### config.mk
export PLATFORM = sky130hd
export DESIGN_NAME = data_mem_responder
export DESIGN_NICKNAME = d
export VERILOG_FILES = /design/src/rtl/dmr_pkg.sv /design/src/rtl/dmr_byte_lane.sv /design/src/rtl/data_mem_responder.sv
export SDC_FILE = /design/constraint.sdc
export NUM_CORES = 1
export LEC_CHECK = 0
export BUFFER_PORTS_ARGS = -buffer_cell sky130_fd_sc_hd__buf_2
export CAP_MARGIN = 40
export CORE_UTILIZATION = 40
export CTS_BUF_LIST = sky130_fd_sc_hd__clkbuf_8
export CTS_CLUSTER_DIAMETER = 200
export DETAILED_ROUTE_END_ITERATION = 10
export GPL_ROUTABILITY_DRIVEN = 0
export HOLD_SLACK_MARGIN = 0.02
export PLACE_DENSITY = 0.64
export REMOVE_ABC_BUFFERS = 1
export SETUP_SLACK_MARGIN = 0.1
export SYNTH_ARGS = -nofsm -noshare
export SYNTH_HDL_FRONTEND = slang
export SYNTH_HIERARCHICAL = 1
export SYNTH_SLANG_ARGS = --single-unit
### constraint.sdc
create_clock -name clockIn -period 4.35 [get_ports clockIn]
set_clock_uncertainty 0.2 [all_clocks]
set_input_delay 0.435 -clock clockIn [delete_from_list [all_inputs] [get_ports clockIn]]
set_output_delay 0.435 -clock clockIn [all_outputs]
set_load 0.01 [all_outputs]
### src/rtl/dmr_pkg.sv
// Shared encodings for data_mem_responder: access sizes, FSM states and the
// access-size to byte-count helper.
package dmr_pkg;

  typedef enum logic [1:0] {
    ACC_NONE = 2'b00,
    ACC_BYTE = 2'b01,
    ACC_HALF = 2'b10,
    ACC_WORD = 2'b11
  } acc_e;

  typedef enum logic [1:0] {
    ST_IDLE  = 2'b00,
    ST_READ  = 2'b01,
    ST_WRITE = 2'b10
  } state_e;

  function automatic logic [2:0] len_of(input logic [1:0] acc);
    case (acc)
      ACC_HALF: return 3'd2;
      ACC_WORD: return 3'd4;
      default:  return 3'd1;
    endcase
  endfunction

endpackage

### src/rtl/dmr_byte_lane.sv
// Combinational byte-lane helper: picks store byte sel_idx from a word and
// inserts a load byte into lane wr_idx of the assembled load word.
module dmr_byte_lane (
  input  logic [31:0] data_i,
  input  logic [1:0]  sel_idx_i,
  output logic [7:0]  sel_byte_o,
  input  logic [31:0] word_i,
  input  logic [1:0]  wr_idx_i,
  input  logic [7:0]  wr_byte_i,
  input  logic        wr_en_i,
  output logic [3:0]  lane_we_o,
  output logic [31:0] word_o
);

  always_comb begin
    sel_byte_o = data_i[{sel_idx_i, 3'b000} +: 8];
    lane_we_o  = 4'b0000;
    if (wr_en_i) lane_we_o[wr_idx_i] = 1'b1;
    for (int k = 0; k < 4; k++) begin
      word_o[8*k +: 8] = lane_we_o[k] ? wr_byte_i : word_i[8*k +: 8];
    end
  end

endmodule

### src/rtl/data_mem_responder.sv
// Serialises byte/half/word load-store requests onto a byte-wide RAM bus.
// Optional IO write back-pressure is enabled with `define DMR_IO_STALL_EN.
module data_mem_responder
  import dmr_pkg::*;
#(
  parameter int          ADDR_WIDTH = 32,
  parameter logic [1:0]  IO_SEL     = 2'b11
) (
  input  logic                  clockIn,
  input  logic                  resetIn,
  input  logic                  clearIn,
  input  logic [1:0]            accessType,
  input  logic                  readWriteIn,
  input  logic [ADDR_WIDTH-1:0] dataAddrIn,
  input  logic [31:0]           dataIn,
  output logic                  dataValid,
  output logic [31:0]           dataOut,
  output logic                  dataWriteSuc,
  output logic                  busy,
  input  logic [7:0]            memIn,
  output logic [7:0]            memOut,
  output logic [ADDR_WIDTH-1:0] memAddr,
  output logic                  memWrite,
`ifdef DMR_IO_STALL_EN
  input  logic                  ioBufferFull,
`endif
  output state_e                fsmState
);

  // Handshake: a request is a one-cycle accessType strobe, taken only on an
  // edge where the FSM is idle and clearIn is low; completion is a one-cycle
  // dataValid (load) or dataWriteSuc (store) pulse, during which busy is low.
  state_e                state_q;
  logic [2:0]            cnt_q, len_q;
  logic [ADDR_WIDTH-1:0] addr_q, mem_addr_q;
  logic [31:0]           data_q, dout_q;
  logic [7:0]            mem_out_q;
  logic                  valid_q, wsuc_q, busy_q, mem_we_q;

  logic [ADDR_WIDTH-1:0] rd_addr_d, wr_addr_d;
  logic [7:0]            st_byte;
  logic [3:0]            lane_we;
  logic [31:0]           ins_word;
  logic                  io_stall;

  assign rd_addr_d = addr_q + ADDR_WIDTH'(cnt_q + 3'd1);
  assign wr_addr_d = addr_q + ADDR_WIDTH'(cnt_q);

`ifdef DMR_IO_STALL_EN
  assign io_stall = (addr_q[17:16] == IO_SEL) && ioBufferFull;
`else
  assign io_stall = 1'b0;
`endif

  // Load byte seen now belongs to the address issued one cycle earlier.
  dmr_byte_lane u_lane (
    .data_i     (data_q),
    .sel_idx_i  (cnt_q[1:0]),
    .sel_byte_o (st_byte),
    .word_i     (dout_q),
    .wr_idx_i   (cnt_q[1:0] - 2'd1),
    .wr_byte_i  (memIn),
    .wr_en_i    ((state_q == ST_READ) && (cnt_q != 3'd0)),
    .lane_we_o  (lane_we),
    .word_o     (ins_word)
  );

  always_ff @(posedge clockIn or posedge resetIn) begin
    if (resetIn) begin
      state_q    <= ST_IDLE;
      cnt_q      <= 3'd0;
      len_q      <= 3'd0;
      addr_q     <= '0;
      data_q     <= '0;
      dout_q     <= '0;
      mem_addr_q <= '0;
      mem_out_q  <= '0;
      mem_we_q   <= 1'b0;
      valid_q    <= 1'b0;
      wsuc_q     <= 1'b0;
      busy_q     <= 1'b0;
    end else begin
      valid_q <= 1'b0;
      wsuc_q  <= 1'b0;
      case (state_q)
        ST_IDLE: begin
          if (!clearIn && accessType != ACC_NONE) begin
            addr_q <= dataAddrIn;
            data_q <= dataIn;
            len_q  <= len_of(accessType);
            cnt_q  <= 3'd0;
            busy_q <= 1'b1;
            if (readWriteIn) begin
              state_q    <= ST_READ;
              mem_addr_q <= dataAddrIn;
              dout_q     <= '0;
            end else begin
              state_q <= ST_WRITE;
            end
          end
        end
        ST_READ: begin
          if (clearIn) begin
            state_q <= ST_IDLE;
            busy_q  <= 1'b0;
          end else begin
            if (|lane_we) dout_q <= ins_word;
            if (cnt_q == len_q) begin
              valid_q <= 1'b1;
              busy_q  <= 1'b0;
              state_q <= ST_IDLE;
            end else begin
              if (cnt_q + 3'd1 < len_q) mem_addr_q <= rd_addr_d;
              cnt_q <= cnt_q + 3'd1;
            end
          end
        end
        ST_WRITE: begin
          // A committed store always completes; clearIn is not looked at here.
          if (cnt_q == len_q) begin
            mem_we_q <= 1'b0;
            wsuc_q   <= 1'b1;
            busy_q   <= 1'b0;
            state_q  <= ST_IDLE;
          end else if (io_stall) begin
            mem_we_q <= 1'b0;
          end else begin
            mem_we_q   <= 1'b1;
            mem_addr_q <= wr_addr_d;
            mem_out_q  <= st_byte;
            cnt_q      <= cnt_q + 3'd1;
          end
        end
        default: state_q <= ST_IDLE;
      endcase
    end
  end

  assign dataValid    = valid_q;
  assign dataWriteSuc = wsuc_q;
  assign dataOut      = dout_q;
  assign busy         = busy_q;
  assign memOut       = mem_out_q;
  assign memAddr      = mem_addr_q;
  assign memWrite     = mem_we_q;
  assign fsmState     = state_q;

endmodule
# Word-level counts from Yosys, hierarchy flattened
# Cells that the tools add are included.
# totals
ff_bits,148
latchBits,0
mem_bits_rw,0
mem_bits_ro,0
in_bits,78
output_inout_bits,78
wordCells,98
memories,0
# op_classes
n_addsub,5
n_mul,0
n_div,0
magnitude_cmp,3
n_eq_ne,16
shift,1
mux,38
n_bitwise,1
n_reduce_logical,19
# op_table
cell,n
32-bit two-way mux,10
32-bit one-hot mux with 3 select lines,1
32-bit one-hot mux with 2 select lines,1
32-bit by 3-bit adder with 32-bit output,1
32-bit by 4-bit adder with 32-bit output,1
8-bit two-way mux,4
32-bit by 6-bit indexed part select with 8-bit output,1
6-bit AND reduction,4
2-bit inequality test (second input constant),9
1-bit two-way mux,9
3-bit two-way mux,3
3-bit one-hot mux with 3 select lines,1
2-bit two-way mux,4
7-bit AND reduction,1
2-bit == test (second input constant),3
2-bit one-hot mux with 3 select lines,1
3-bit one-hot mux with 2 select lines,1
2-bit AND reduction,3
3-bit nonzero test,2
3-bit by 1-bit adder with 4-bit output (second input constant),1
4-bit two-way mux,1
2-bit by 1-bit inequality test with 1-bit output (second input constant),2
2-bit nonzero test,2
4-bit OR reduction,1
14 further kinds,16

# Longest topological paths before layout
# logic_depth
word_depth,10
mapped_depth,12

# Modules after synthesis
# The synthesis kept the hierarchy.
# by_module_without_submodules
module,instances,cells_each,area_per_inst_um2
data_mem_responder,1,730,7455.9
dmr_byte_lane,1,50,616.8

# Worst setup path after synthesis
# Ideal clock, no wire load.
# synth_path
path_kind,reg2reg
startpoint,register cnt_q[0]
endpoint,"register mem_addr_q[24], in the netlist memAddr[24]"
setup_time_ns,0.064
arrival_time_ns,2.587
slack_ns,1.499
path_stages_with_launch,10
path_buffers,0
synth_period_minus_slack_ns,2.851
path_cell_list,dfrtp_1 > inv_1 > ha_1 > fa_1 > and2b_1 > o21ai_1 > o22a_2 > or4_1 > a311oi_1 > a21o_1
# synth_between
elab_chain_cells,6
word_cells_on_any_way,15
classes_between,4 x add/sub; 1 x order compare; 4 x eq/ne; 5 x mux; 1 x reduce/logical
# synth_rtl
item,line_no,rtl
"start, declared",data_mem_responder.sv:34,"logic [2:0] cnt_q, len_q;"
"start signal, assigned",data_mem_responder.sv:114,cnt_q <= cnt_q + 3'd1;
"start signal, assigned",data_mem_responder.sv:131,cnt_q <= cnt_q + 3'd1;
3-bit by 1-bit adder with 4-bit output,data_mem_responder.sv:46,assign rd_addr_d = addr_q + ADDR_WIDTH'(cnt_q + 3'd1);
32-bit by 4-bit adder with 32-bit output,data_mem_responder.sv:46,
32-bit two-way mux,data_mem_responder.sv:113,if (cnt_q + 3'd1 < len_q) mem_addr_q <= rd_addr_d;
32-bit two-way mux,data_mem_responder.sv:108,if (cnt_q == len_q) begin
32-bit two-way mux,data_mem_responder.sv:103,if (clearIn) begin
32-bit one-hot mux with 3 select lines,data_mem_responder.sv:85,case (state_q)
"end signal, assigned",data_mem_responder.sv:95,mem_addr_q <= dataAddrIn;
"end signal, assigned",data_mem_responder.sv:113,
"end signal, assigned",data_mem_responder.sv:129,mem_addr_q <= wr_addr_d;
"end, declared",data_mem_responder.sv:35,"logic [ADDR_WIDTH-1:0] addr_q, mem_addr_q;"
# Parallel ways exist; a longest one is shown, timed or not. The select of a mux whose other input is x is not followed.
# A chain may end at the register's enable or synchronous reset.

# Worst setup path after layout
# layout_path
startpoint,register cnt_q[0]
endpoint,"register mem_addr_q[16], in the netlist memAddr[16]"
# The elaborated chain is that of the path after synthesis.

==> summary.md <==
| Metric | Value |
|---|---|
| Outcome | completed |
| # DRC | 0 |
| Sequential element share of the synthesized area | between 40% and 50% |
| Via Count | 6,784 |
| Setup crit start kind | register |
| Clock Tree Root | clkbuf_8 |
| Worst path arrival time | between 3000 and 4000 ps |
| Row Count | roughly 50 |
| Final Core Density | 51.3% |
| Ys Warns | 6 |
| Vias in the first global route | ~6,600 |
| Die area | about 21,000 µm² |
| Peak Freq | ~0.3 GHz |
| Unrepaired setup endpoints after global routing | false |
| Final worst path period need | about 3300 ps |
| Cell area power density | around 660 nW/µm² |
| Total Power | approximately 6.7 mW |
| CTS clk-pin slew, worst paths | 90 ps |
| Worst slack, placed | approximately 980 ps |
| Largest net degree at the start of global routing | 86 |
| EDFF count, synth | 0 |
| Synth-to-Final Area Change | 24.9% |
| Least-Margin Pin Slew | roughly 840 ps |
| Setup TNS | 0 ps |
| Mapped Area | between 8000 and 9000 µm² |
| Min-delay worst type | input port to register |
| Most common cell after layout, fill and taps aside | buf_2 |
| FFs w/ async S/R, synth | 100% |
| Clock latency at the later pin of the worst-skew pair | 450 ps |
| Initial DRT Pass Iterations | 5 |
| Htree depth | 4 |
| Final WL | around 22,000 µm |
| Syn Area/Cell | ~10 µm² |
| Critical path peak fanout | 13 |
| Endpoints failing hold | 0 |
| Fin crit share | about three quarters |
| Max Root-Sink Buffers | 2 |
| IO Pins | roughly 160 |
| Grt ovf | 0 |
| Peak supply drop | around 0.00028 V |
| CP Data Required Time | 4510 ps |
| Nature of the critical path endpoint | register |
| Crit Path Class | register to register |
| Initial Util | around two fifths |
| Post-cts repair resize count | 0 |
| Slew headroom | between 40% and 50% |
| Layout cells sized above 1 | between 30% and 40% |
| Post-synth top area share | ~46% |
| # fillers | between 1,500 and 2,000 |
| First-pass GRT wire length | roughly 35,000 µm |
| Most frequent cells in the layout | buf_2, dfrtp_1, nand2_1, mux2_2, o21ai_0 |
| Setup repair bufs after CTS | 0 |
| Number of antenna violations at the first check in global routing | 2 |
| Max-cap violation count | 0 |
| Top_reg_cell synth | dfrtp_1 |
| Clk sink count | ~150 |
| Slew Limit Fails | 0 |
| Post-synth cell types | ~70 |
| Die W | 144 µm |
| Nets | 1,072 |
| Post-DRT Antenna Nets | 0 |
| Worst setup margin | around 1000 ps |
| Synth area leader | dfrtp_1 |
| Cts bufs inserted | 17 |
| Total global-route track usage | between 20% and 30% |
| Final Instance Area | 10,100 µm² |
| Hpwl dp | 14,700 µm |
| Via-to-Cell Ratio | between 5 and 6 |
| Buffers on Ports | roughly 160 |
| #FFs+latches synth | approximately 150 |
| Placed cell areas | between 9000 and 10,000 µm² |
| WL/cell | between 15 and 20 µm |
| TritonCTS clock tree | yes |
| Core area | slightly below 20,000 µm² |
| Mapped Cells | 780 |
| LEAKAGE | approximately 4.5 nW |
| Top post-synthesis cells by area | dfrtp_1, mux2_2, nand2_1, o21ai_0, mux4_2 |
| Drt initial violations | 451 |
| Setup violations, final | 0 |
| Die height | roughly 140 µm |
synthesized netlist by cell type (3+ instances only):
cell type    n
or4_1        3
buf_4        4
a22o_1      12
a311oi_1     3
o22ai_1      3
o2111ai_1    3
nand2_2      3
nor3_1       8
a211oi_1     4
a31oi_1      7
o311ai_0     8
nor2b_1      3
mux2_2     105
nand3b_1     3
a21oi_1     22
nand2_1    114
clkbuf_1    31
mux4_2       8
nand4_1     11
xor2_1       3
o31ai_1     10
nand2b_1     4
and3_1       8
or3_1        4
nor2_1      45
a21o_1       6
dfrtp_1    148
o211ai_1    15
inv_1       19
buf_2       14
nand3_1     14
o21ai_0     62
ha_1        14
o311a_1      6
cells by family after synthesis:
kind of cell | synth area share, %
AND/OR/NAND/NOR | 14.2
AO/OA/AOI/OAI | 15.9
flip-flops | 45.9
multiplexers | 17.1
buffers and inverters | 3.75
adder cells (fa/ha/maj) | 2.67
XOR/XNOR | 0.434
report_power, final:
part / switching (mW) / internal, mW / leakage (nW)
Clock: 0.577 / 0.484 / 0.193
Combinational: 1.80 / 1.39 / 2.51
Sequential: 0.483 / 1.93 / 1.83
Total: 2.86 / 3.81 / 4.53
final timing paths:
| path | start | to | slack, ps | cells after the start |
|---|---|---|---|---|
| min | accessType[0] | len_q[2]$_DFFE_PP0P_ | 40 | 3 |
| max reg2reg | cnt_q[0]$_DFFE_PP0P_ | memAddr[16]$_DFFE_PP0P_ | 1010 | 10 |
| max in group asynchronous | resetIn | fsmState[0]$_DFFE_PP0N_ | 2440 | 4 |
| min in group asynchronous | resetIn | dataOut[18]$_DFFE_PP0P_ | 450 | 3 |
| min reg2reg | memAddr[21]$_DFFE_PP0P_ | memAddr[21]$_DFFE_PP0P_ | 280 | 1 |
| max | cnt_q[0]$_DFFE_PP0P_ | memAddr[16]$_DFFE_PP0P_ | 1010 | 10 |
stage by stage:
stage	std cells	hold slack [ps]
finish	1258	44.7
CTS	1251	20.1
global route	1256	24.7
global placement	1163	254
detailed placement	1163	261
floorplan	730	254
cell type report:
cell class | count | area (µm²) | area share [%]
diodes | 2 | 5.00 | 0.0497
multi-input cells | 562 | 4090 | 40.6
clock buffers | 22 | 303 | 3.00
flip-flops and latches | 148 | 3700 | 36.7
repair buffers | 229 | 1480 | 14.7
well taps | 265 | 332 | 3.29
inverters | 20 | 80.1 | 0.794
clock inverters | 10 | 85.1 | 0.844
per-layer routing:
| layer | routed length (µm) | global-route usage (%) | part of all wire, % | up-vias |
|---|---|---|---|---|
| li1 | - | - | - | 3251 |
| met1 | 9710 | 29.0 | 45 | 3282 |
| met2 | 9730 | 33.9 | 45 | 231 |
| met3 | 1870 | 7.81 | 8.6 | 20 |
| met4 | 284 | 5.99 | 1.3 | 0 |
| met5 | 0 | 0 | 0 | - |
sequential cells by signal, indices dropped and copies added (netlist names):
name / count
memOut: 8
busy: 1
memAddr: 32
dataOut: 32
addr_q: 32
dataValid: 1
data_q: 32
cnt_q: 3
fsmState: 2
dataWriteSuc: 1
len_q: 3
memWrite: 1
repair_timing:
item,CTS,global route
endpoints found under the hold margin,138,5
hold buffers,56,5
setup endpoints to repair,0,0
critical path, cell delays in order, from the launching register on:
cell and delay, ps:
dfrtp_1 330, buf_4 250, inv_1 220, ha_1 260
fa_1 400, and2b_1 260, o21ai_1 140, o22a_2 350
nand2b_1 250, o311a_1 380, o31ai_1 210
(Power assumes the default switching activity.)
